[src/rtl/req_arbiter_pkg.sv]
// Shared types and helpers for the 4-requester arbiter slice.
package req_arbiter_pkg;

  localparam int unsigned NUM_REQ = 4;
  localparam int unsigned IDX_W   = 2;

  typedef enum logic {
    IDLE,
    GRANT
  } state_t;

  function automatic logic [NUM_REQ-1:0] onehot_from_idx(input logic [IDX_W-1:0] idx);
    logic [NUM_REQ-1:0] oh;
    oh      = '0;
    oh[idx] = 1'b1;
    return oh;
  endfunction

endpackage

[src/rtl/priority_enc_4_2_v.sv]
// Combinational 4:2 priority encoder; bit 0 has highest priority.
module priority_enc_4_2_v
  import req_arbiter_pkg::*;
(
  input  logic [NUM_REQ-1:0] i_req,
  output logic [IDX_W-1:0]   o_idx,
  output logic               o_valid
);

  always_comb begin
    o_idx   = '0;
    o_valid = |i_req;
    if (i_req[0])      o_idx = 2'd0;
    else if (i_req[1]) o_idx = 2'd1;
    else if (i_req[2]) o_idx = 2'd2;
    else if (i_req[3]) o_idx = 2'd3;
  end

endmodule

[src/rtl/req_arbiter_4_v.sv]
// 4-requester arbiter with registered one-hot grant and bounded tenure.
// Optional round-robin priority rotation: define ARB_ROUND_ROBIN_EN.
module req_arbiter_4_v
  import req_arbiter_pkg::*;
#(
  parameter int unsigned MAX_HOLD = 16,
  parameter int unsigned CNT_W    = 5
) (
  input  logic               i_clk,
  input  logic               i_rst_n,
  input  logic [NUM_REQ-1:0] i_req,
  output logic [NUM_REQ-1:0] o_gnt,
  output logic [IDX_W-1:0]   o_gnt_id,
  output logic               o_valid,
  output logic               o_timeout
);

  localparam logic [CNT_W-1:0] HOLD_LAST = CNT_W'(MAX_HOLD - 1);

  state_t             state_q, state_d;
  logic [NUM_REQ-1:0] gnt_q, gnt_d;
  logic [IDX_W-1:0]   gnt_id_q, gnt_id_d;
  logic               valid_q, valid_d;
  logic               timeout_q, timeout_d;
  logic [CNT_W-1:0]   cnt_q, cnt_d;
  logic [NUM_REQ-1:0] mask_q, mask_d;

  logic [NUM_REQ-1:0] elig;
  logic [NUM_REQ-1:0] enc_in;
  logic [IDX_W-1:0]   enc_idx;
  logic               enc_valid;
  logic [IDX_W-1:0]   win_idx;
  logic               owner_req;

  assign elig      = i_req & ~mask_q;
  assign owner_req = i_req[gnt_id_q];

`ifdef ARB_ROUND_ROBIN_EN
  logic [IDX_W-1:0] ptr_q, ptr_d;

  // Rotate so the pointer line lands at bit 0, encode, then rotate the index back.
  always_comb begin
    enc_in = '0;
    for (int unsigned k = 0; k < NUM_REQ; k++) begin
      enc_in[k] = elig[IDX_W'(k) + ptr_q];
    end
  end

  assign win_idx = enc_idx + ptr_q;
`else
  assign enc_in  = elig;
  assign win_idx = enc_idx;
`endif

  priority_enc_4_2_v u_enc (
    .i_req   (enc_in),
    .o_idx   (enc_idx),
    .o_valid (enc_valid)
  );

  always_comb begin
    state_d   = state_q;
    gnt_d     = gnt_q;
    gnt_id_d  = gnt_id_q;
    valid_d   = valid_q;
    timeout_d = 1'b0;
    cnt_d     = cnt_q;
    mask_d    = mask_q;
`ifdef ARB_ROUND_ROBIN_EN
    ptr_d     = ptr_q;
`endif
    case (state_q)
      IDLE: begin
        gnt_d    = '0;
        gnt_id_d = '0;
        valid_d  = 1'b0;
        if (enc_valid) begin
          state_d  = GRANT;
          gnt_d    = onehot_from_idx(win_idx);
          gnt_id_d = win_idx;
          valid_d  = 1'b1;
          cnt_d    = '0;
          mask_d   = '0;
`ifdef ARB_ROUND_ROBIN_EN
          ptr_d    = win_idx + IDX_W'(1);
`endif
        end else if (|i_req) begin
          // Only masked lines are asking: unmask so they win next cycle.
          mask_d = '0;
        end
      end
      GRANT: begin
        cnt_d = cnt_q + CNT_W'(1);
        if (!owner_req || cnt_q == HOLD_LAST) begin
          state_d  = IDLE;
          gnt_d    = '0;
          gnt_id_d = '0;
          valid_d  = 1'b0;
          if (owner_req) begin
            timeout_d = 1'b1;
            mask_d    = mask_q | onehot_from_idx(gnt_id_q);
          end
        end
      end
      default: begin
        state_d  = IDLE;
        gnt_d    = '0;
        gnt_id_d = '0;
        valid_d  = 1'b0;
      end
    endcase
  end

  always_ff @(posedge i_clk or negedge i_rst_n) begin
    if (!i_rst_n) begin
      state_q   <= IDLE;
      gnt_q     <= '0;
      gnt_id_q  <= '0;
      valid_q   <= 1'b0;
      timeout_q <= 1'b0;
      cnt_q     <= '0;
      mask_q    <= '0;
`ifdef ARB_ROUND_ROBIN_EN
      ptr_q     <= '0;
`endif
    end else begin
      state_q   <= state_d;
      gnt_q     <= gnt_d;
      gnt_id_q  <= gnt_id_d;
      valid_q   <= valid_d;
      timeout_q <= timeout_d;
      cnt_q     <= cnt_d;
      mask_q    <= mask_d;
`ifdef ARB_ROUND_ROBIN_EN
      ptr_q     <= ptr_d;
`endif
    end
  end

  assign o_gnt     = gnt_q;
  assign o_gnt_id  = gnt_id_q;
  assign o_valid   = valid_q;
  assign o_timeout = timeout_q;

endmodule

[config.mk]
export PLATFORM = sky130hd
export DESIGN_NAME = req_arbiter_4_v
export DESIGN_NICKNAME = d
export VERILOG_FILES = /design/src/rtl/req_arbiter_pkg.sv /design/src/rtl/priority_enc_4_2_v.sv /design/src/rtl/req_arbiter_4_v.sv
export SDC_FILE = /design/constraint.sdc
export NUM_CORES = 1
export LEC_CHECK = 0
export CAP_MARGIN = 20
export CORE_MARGIN = 4
export CORE_UTILIZATION = 54
export CTS_CLUSTER_SIZE = 30
export DETAILED_ROUTE_END_ITERATION = 8
export PLACE_DENSITY = 0.9
export SYNTH_ARGS = -nofsm -noshare
export SYNTH_HDL_FRONTEND = slang
export SYNTH_SLANG_ARGS = --single-unit
[constraint.sdc]
create_clock -name i_clk -period 3.2 [get_ports i_clk]
set_input_delay 0.48 -clock i_clk [delete_from_list [all_inputs] [get_ports i_clk]]
set_output_delay 0.48 -clock i_clk [all_outputs]
set_load 0.1 [all_outputs]
After elaboration in Yosys (flattened, before gate mapping) --
Cells that the tools add are included.
Word-level totals: RAM bits 0, bits in registers 18, memory bits (read-only) 0, bits of input ports 6, memories kept 0, output and inout port bits 8, bits in latches 0
Cells by class: bitwise operators 4, div/mod/pow operators 0, multiply operators 0, reduce and logical (&&, ||, !) cells 7, muxes and demuxes 31, shift operators 0, add/subtract/negate cells 1, eq/ne operators 5, $lt $le $gt $ge 4
Operators by type and width (number):
- 4-bit two-way mux | 6
- 4-bit case mux with 2 select lines | 2
- 2-bit two-way mux | 6
- 5-bit case mux with 2 select lines | 1
- 1-bit two-way mux | 9
- 4-bit OR reduction | 2
- 2-bit by 3-bit < comparator with 1-bit output (second input constant) | 2
- 5-bit by 1-bit adder with 5-bit output (second input constant) | 1
- 5-bit by 4-bit == test with 1-bit output (second input constant) | 1
- 5-bit two-way mux | 1
- 4-bit AND | 1
- 1-bit demux with 2-bit select | 2
- 2-bit by 1-bit >= comparator with 1-bit output (second input constant) | 2
- 2-bit by 1-bit inequality test with 1-bit output (second input constant) | 2
- 4-bit NOT | 1
- 4-bit OR | 1
- 1-bit case mux with 2 select lines | 2
- 2-bit case mux with 2 select lines | 1
- 3-bit inequality test (second input constant) | 1
- 3-bit AND reduction | 1
- 1-bit binary-select mux with 2-bit select | 1
- 1-bit logical AND | 2
- 2-bit inequality test (second input constant) | 1
- 1-bit zero test | 1
- other kinds (2) | 2

Depth between registers and ports, before layout --
Gate-level depths: netlist (run 1).
depth in word-level cells 12, mapped depth 6, mapped depth without buffers 6

Hierarchy --
A second synthesis (run 1) with hierarchy kept.
Unflattened totals: cells, all modules 87, area, all modules 894.6 um2
Modules (own cells, without submodules):
- req_arbiter_4_v | area each 859.6 um2, cells an instance 80, instances 1
- priority_enc_4_2_v | area each 35.0 um2, cells an instance 7, instances 1

Worst setup path before layout (run 1) --
OpenSTA, ideal clock, no wires.
path kind reg2reg, start point register gnt_id_q[1] (netlist: o_gnt_id[1]), end point register gnt_id_q[1] (netlist: o_gnt_id[1]), path slack 1.264 ns, data required time 3.078 ns, data arrival time 1.814 ns, setup time 0.122 ns, buffers on the path 0, stages on the path, launching flop included 4, path through dfrtp_1 mux2_2 o2bb2ai_2 a22o_1
On the way: longest elaborated chain between the ends 5
RTL lines:
- from (decl) | line req_arbiter_4_v.sv:22 | logic [IDX_W-1:0] gnt_id_q, gnt_id_d;
- from (signal assigned) | line req_arbiter_4_v.sv:129 | gnt_id_q <= gnt_id_d;
- 1-bit binary-select mux with 2-bit select | line req_arbiter_4_v.sv:36 | assign owner_req = i_req[gnt_id_q];
- 1-bit two-way mux (implied by the code) | line req_arbiter_4_v.sv:36
- 1-bit zero test | line req_arbiter_4_v.sv:94 | if (!owner_req || cnt_q == HOLD_LAST) begin
- 1-bit logical OR | line req_arbiter_4_v.sv:94
- 2-bit by 1-bit inequality test with 1-bit output (no line)
Every way passes these cells. The select of a mux whose other input is x is not followed. A chain may end at the register's enable or synchronous reset.

Worst setup path in the final report (run 1) --
start point register valid_q (netlist: o_valid), end point output port o_valid
RTL lines:
- from (decl) | line req_arbiter_4_v.sv:23 | logic valid_q, valid_d;
- from (signal assigned) | line req_arbiter_4_v.sv:130 | valid_q <= valid_d;
- to (decl) | line req_arbiter_4_v.sv:14 | output logic o_valid,
No word-level cell between the ends.

==> results of run 1 <==
==> final cells by class <==
class	instances	area, um^2
flip-flops and latches	18	450
repair buffers	13	125
well taps	16	20.0
multi-input cells	52	389
inverters	3	11.3
clock buffers	4	36.3
fillers	109	474
==> cell usage in the layout (no fill, tap or decap), types with 2 or more instances in the layout <==
cell type        count
a22o_1               5
a31oi_1              3
a32o_1               2
a41oi_1              2
buf_4                2
clkbuf_4             3
clkdlybuf4s50_1     11
dfrtp_1             18
ha_1                 2
inv_1                3
nand2_1              3
nand2b_1             3
nor2_1               7
nor2b_1              3
nor2b_4              2
nor3_1               2
==> final timing paths <==
kind                       slack, ps        end
max                              920    o_valid
min                              510   o_gnt[3]
max reg2reg                     1270   o_gnt[2]
min reg2reg                      510   o_gnt[3]
max in group asynchronous       2070   cnt_q[4]
min in group asynchronous        640  o_timeout
==> metal layers <==
metal  track usage [%]  vias up
li1                  -      312
met1              25.4      327
met2              26.1       36
met3              2.26        7
met4              9.68        0
met5                 0        -
==> sequential cells by signal, indices dropped and copies added, names as in the netlist <==
register and flops:
cnt_q 5, mask_q 4, o_valid 1, o_gnt_id 2, o_gnt 4, o_timeout 1
state_q 1
==> power by group through the flow <==
stage / Clock, mW / Sequential (mW) / Combinational, mW
after floorplan: 0 / 0.502 / 0.148
after global placement: 0 / 0.341 / 0.400
after detailed placement: 0 / 0.345 / 0.408
after CTS: 0.143 / 0.340 / 0.409
after global routing: 0.152 / 0.347 / 0.429
final: 0.139 / 0.342 / 0.408
==> logic make-up (layout without fill, tap and decap cells) <==
| logic type | after synthesis | count (layout) |
|---|---|---|
| XOR/XNOR | 2 | 2 |
| adder cells (fa/ha/maj) | 2 | 2 |
| AO/OA/AOI/OAI | 20 | 20 |
| multiplexers | 2 | 2 |
| AND/OR/NAND/NOR | 26 | 26 |
| flip-flops | 18 | 18 |
| buffers and inverters | 4 | 20 |
==> worst reg2reg max path, delay by kind of cell (launching register included) <==
kind	cells	cell delay [ps]
DFF	1	420
AOI/OAI and AO/OA	2	540
adders and majority gates	2	490
and+or+nand+nor	2	420
==> per-stage QoR <==
step / setup WS [ps] / util (%)
final: 921 / 68.5
after global routing: 865 / 68.5
after CTS: 911 / 68.5
after detailed placement: 1150 / 66.1
after global placement: 1170 / 66.1
after floorplan: 1260 / -
==> out/qor.yml, run 1 <==
core-area_um2: 1510
wire_per_inst_um: 16.6
worstMarginPinSlew_ps: 974
total_power_uw: 889
clkTransAtPathRegs_ps: 100
ys_top_cells_by_area: "dfrtp_1, a22o_1, nor2b_4"
holdWs_ps: 514
synth_edf_count: 0
setup_tns_ps: 0
drcViolationCount: 0
wl_met3_um: 112
synthTopCellsByCount: "dfrtp_1, nor2_1, a22o_1"
post_route_cells_drive_above_1_share_pct: 12.2
synthCells: 74
critPathSlowestCell: "clkdlybuf4s50_1"
max_slew_margin_pct: 34.9
p_sw_uw: 421
criticalPathCategory: "register to output port"
clkLatencyLatePin_ps: 300
r2r-start: "cnt_q[0]"
die_area_um2: 2290
num_rows: 14
cts_buffer_depth: 2
antenna_found_initial: 0
cts_setup_buffers: 0
maxCapViolations: 0
synthMuxAreaShare_pct: 2.49
status: "finished, final reports clean"
leakage_nw: 0.459
met2_length_um: 808
num_vias: 682
post-route-min-period_ps: 2280
crit_cells: 1
synth-seq-cells: 18
synth_cell_type_count: 32
gp_congestion: 0.825
rsz0062_at_grt: "false"
synthFlopType: "dfrtp_1"
drt_first_pass_iters: 4
avgSynthCellArea_um2: 11.6
synth_top_family_by_area: "compound AO/OA/AOI/OAI gates"
yosysTopAreaCell: "dfrtp_1"
io_pins: 14
ant_nets: 0
critPathBufInv: 1
netlist_area_um2: 856
power.share.clock_pct: 15.6
initial_core_util_pct: 56.8
crit_chain: "clkdlybuf4s50_1"
synth_fp_nets: 82
critPathArrivalTime_ps: 1800
final_cells: 106
dp.cells: 102
cts-htree-levels: 1
final_max_slew_viol_count: 0
first_global_vias: 591
seq_power_share_pct: 38.5
min_from: "o_gnt[3]"
final_area_um2: 1030
critPathLaunchType: "register"
end_kind: "output port"
critPathMaxFanout: 2
critPathLaunch: "o_valid"
synth_compound_area_share_pct: 19.6
antenna_cells: 0
cpPeakStageDelay_ps: 1130
placed_area_um2: 996
top_layer_used: "met4"
synth_xor_area_share_pct: 2.05
synthArstFlopShare_pct: 100
ys_seq_area_share_pct: 52.6
combPwrFrac_pct: 46.0
hold_violations: 0
drt-initial-drc-count: 21
p_int_uw: 468
crit_family: "buffers and inverters"
grt_pass1_wl_um: 2750
grt_util_all_layers_pct: 17.8
worst_r2r_path_depth: 6
post-route-period-util_pct: 71.2
port-buffer-count: 13
finalSetupViolCount: 0
worst_hold_path.num_cells: 1
globalRouteOverflowTotal: 0
fmax_ghz: 0.439
die_w_um: 47.8
viasPerCell: 6.43
cts_root_buf: "clkbuf_4"
post-dp-hpwl_um: 1320
switching_share_pct: 47.3
grt_max_degree: 19
hold_buffers: 0
required_ps: 2720
clkSinkCount: 18
power.density_nw_per_um2: 861
cts_resized: 0
synth-adder-area-share_pct: 2.92
fin_nets: 99
synth.most_common_cell: "dfrtp_1"
vdd_drop_max_uv: 606
die_y_um: 47.8
finClkSkew_ps: 5.41
cts_tree: "built"
min_path_type: "register to register"
synth-warning-count: 0
cts_buffers: 3
synthSimpleGateAreaFrac_pct: 18.4
synth_top_area_share_pct: 52.6
routed_wl_um: 1760
area_growth_pct: 20.6
m1WireLength_um: 788
No activity file was read; power rests on OpenSTA's default activity.
==> run 2, diff against run 1 <==
--- a/config.mk
+++ b/config.mk
@@ -7,10 +7,10 @@
 export LEC_CHECK = 0
 export CAP_MARGIN = 20
 export CORE_MARGIN = 4
-export CORE_UTILIZATION = 54
+export CORE_UTILIZATION = 50
 export CTS_CLUSTER_SIZE = 30
 export DETAILED_ROUTE_END_ITERATION = 8
-export PLACE_DENSITY = 0.9
+export PLACE_DENSITY = 0.85
 export SYNTH_ARGS = -nofsm -noshare
 export SYNTH_HDL_FRONTEND = slang
 export SYNTH_SLANG_ARGS = --single-unit
==> constraint.sdc (replaced) <==
create_clock -name i_clk -period 2.3 [get_ports i_clk]
set_input_delay 0.345 -clock i_clk [delete_from_list [all_inputs] [get_ports i_clk]]
set_output_delay 0.345 -clock i_clk [all_outputs]
set_load 0.1 [all_outputs]
==> run 2 against run 1 <==
- non-clock buffer count unchanged
- wire length decreased by 4.3%
- setup slack got worse by 540 ps
- count of clock-buffer cells in the layout unchanged
- critical path depth increased by 5
- total power increased by 37%
- die area increased by 6.6%
- register-to-register slack got worse by 890 ps
- via count decreased by 3.1%
- global-route usage decreased by 1.7 points
- utilization decreased by 3.3 points
- critical path type is now register to register
- critical endpoint is now o_gnt_id[1]
- largest cell class unchanged
==> out/qor.yml, run 2 (same netlist as run 1, synthesis figures left out) <==
r2r_slack_ps: 380  # -890 ps
grt_util_all_layers_pct: 16.1  # -1.7 points
critPathArrivalTime_ps: 2150  # +350 ps
num_vias: 661  # -3.1%
largest-register: "cnt_q"
mostFrequentLayoutCells: "dfrtp_1, buf_4, nor2_1"
critPathLaunchType: "register"
cts_buffer_depth: 2  # unchanged
regArea_um2: 450  # unchanged
r2r-start: "cnt_q[0]"
largest_reg_flops: 5  # unchanged
drt-initial-drc-count: 17  # -19%
hold_violations: 0  # unchanged
drcViolationCount: 0  # unchanged
antenna_found_initial: 0  # unchanged
cts-htree-levels: 1  # unchanged
critPathMaxFanout: 7  # +5
drt_first_pass_iters: 4  # unchanged
maxCapViolations: 0  # unchanged
clkTransAtPathRegs_ps: 100  # about the same
min_path_type: "primary input to async pin"
cts_tree: "built"
post-dp-hpwl_um: 1210  # -8.0%
worst_r2r_path_depth: 6  # unchanged
power.density_nw_per_um2: 1200  # +39%
n_fill_cell: 120  # +10%
first_global_vias: 681  # +15%
criticalPathCategory: "register to register"
grt_max_degree: 19  # unchanged
die_w_um: 49.4  # +3.3%
gp_congestion: 0.815  # -1.2%
post-route-period-util_pct: 83.5
core-area_um2: 1560  # +3.5%
final_max_slew_viol_count: 0  # unchanged
cts_resized: 0  # unchanged
io_pins: 14  # unchanged
initial_core_util_pct: 54.9  # -1.9 points
die_y_um: 49.4  # +3.3%
port-buffer-count: 13  # unchanged
cts_buffers: 3  # unchanged
vdd_drop_max_uv: 649  # +7.2%
globalRouteOverflowTotal: 0  # unchanged
routed_wl_um: 1680  # -4.3%
setup_tns_ps: 0  # unchanged
placed_area_um2: 981  # -1.5%
die_area_um2: 2440  # +6.6%
num_rows: 14  # unchanged
worstMarginPinSlew_ps: 746  # -228 ps
fmax_ghz: 0.521
grt_pass1_wl_um: 3020  # +10%
area_growth_pct: 18.9
max_slew_margin_pct: 50.1  # +15 points
multiInputGateArea_um2: 389  # unchanged
required_ps: 2530  # -190 ps
leakage_nw: 0.469  # +2.2%
fin_nets: 99  # unchanged
wire_per_inst_um: 15.9  # -4.3%
clkSinkCount: 18  # unchanged
viasPerCell: 6.24  # -3.1%
finClkSkew_ps: 1.71  # -3.70 ps
post-route-min-period_ps: 1920
finalSetupViolCount: 0  # unchanged
post_route_cells_drive_above_1_share_pct: 18.9  # +6.7 points
status: "finished, final reports clean"
end_kind: "register"
cts_root_buf: "clkbuf_4"
rsz0062_at_grt: "false"
hold_buffers: 0  # unchanged
antenna_cells: 0  # unchanged
clkLatencyLatePin_ps: 290  # about the same
ant_nets: 0  # unchanged
final_area_um2: 1020  # -1.5%
cts_setup_buffers: 0  # unchanged
layout.cells.most_common: "dfrtp_1"
r2r_end: "o_gnt_id[1]"
[run 2: cell types whose count changed in the layout (fill, tap and decap cells not counted), sizes merged]
cell           delta
buf               +6
clkdlybuf4s50     -6
[run 2: critical path, stage by stage, from the launching register on]
cell       delay (ps)
dfrtp_1           430
ha_1              230
and3_1            190
ha_1              260
nand3b_1          230
o2bb2ai_2         320
a22o_1            200
[run 2: through the flow]
| step | utilization (%) | hold slack, ps | power (mW) | setup slack, ps | instances |
|---|---|---|---|---|---|
| 2_1_floorplan | - | 49.4 | 0.905 | 364 | 74 |
| 3_3_place_gp | 62.9 | 484 | 1.02 | 415 | 102 |
| 3_5_place_dp | 62.9 | 498 | 1.03 | 379 | 102 |
| 4_1_cts | 65.2 | 517 | 1.22 | 380 | 106 |
| 5_1_grt | 65.2 | 550 | 1.28 | 257 | 106 |
| 6_report | 65.2 | 488 | 1.22 | 380 | 106 |
[run 2: area by class of cell]
class                   count  share of cell area, %
multi-input cells          52                   38.3
clock buffers               4                   3.57
flip-flops and latches     18                   44.3
repair buffers             13                   10.8
well taps                  16                   1.97
inverters                   3                   1.11
[run 2: how the worst max path moves through the flow]
stage / startpoint / end / slack [ps] / depth (start not counted)
floorplan: o_gnt_id[1] / o_gnt_id[1] / 360 / 3
global placement: i_req[3] / o_valid / 420 / 4
detailed placement: i_req[2] / o_valid / 380 / 4
CTS: cnt_q[0] / o_gnt[2] / 380 / 6
global route: cnt_q[0] / o_gnt_id[1] / 260 / 6
finish: cnt_q[0] / o_gnt_id[1] / 380 / 6
[run 2: routing by layer]
layer | global-route usage (%) | wire [um]
met5 | 0 | 0
met4 | 7.37 | 18
met1 | 21.6 | 813
met2 | 23.9 | 749
met3 | 4.59 | 100
[run 2: report_power, final]
group / leakage (nW) / switching, mW / internal, mW
Sequential: 0.240 / 0.0886 / 0.387
Combinational: 0.208 / 0.394 / 0.156
Clock: 0.0210 / 0.0947 / 0.0964
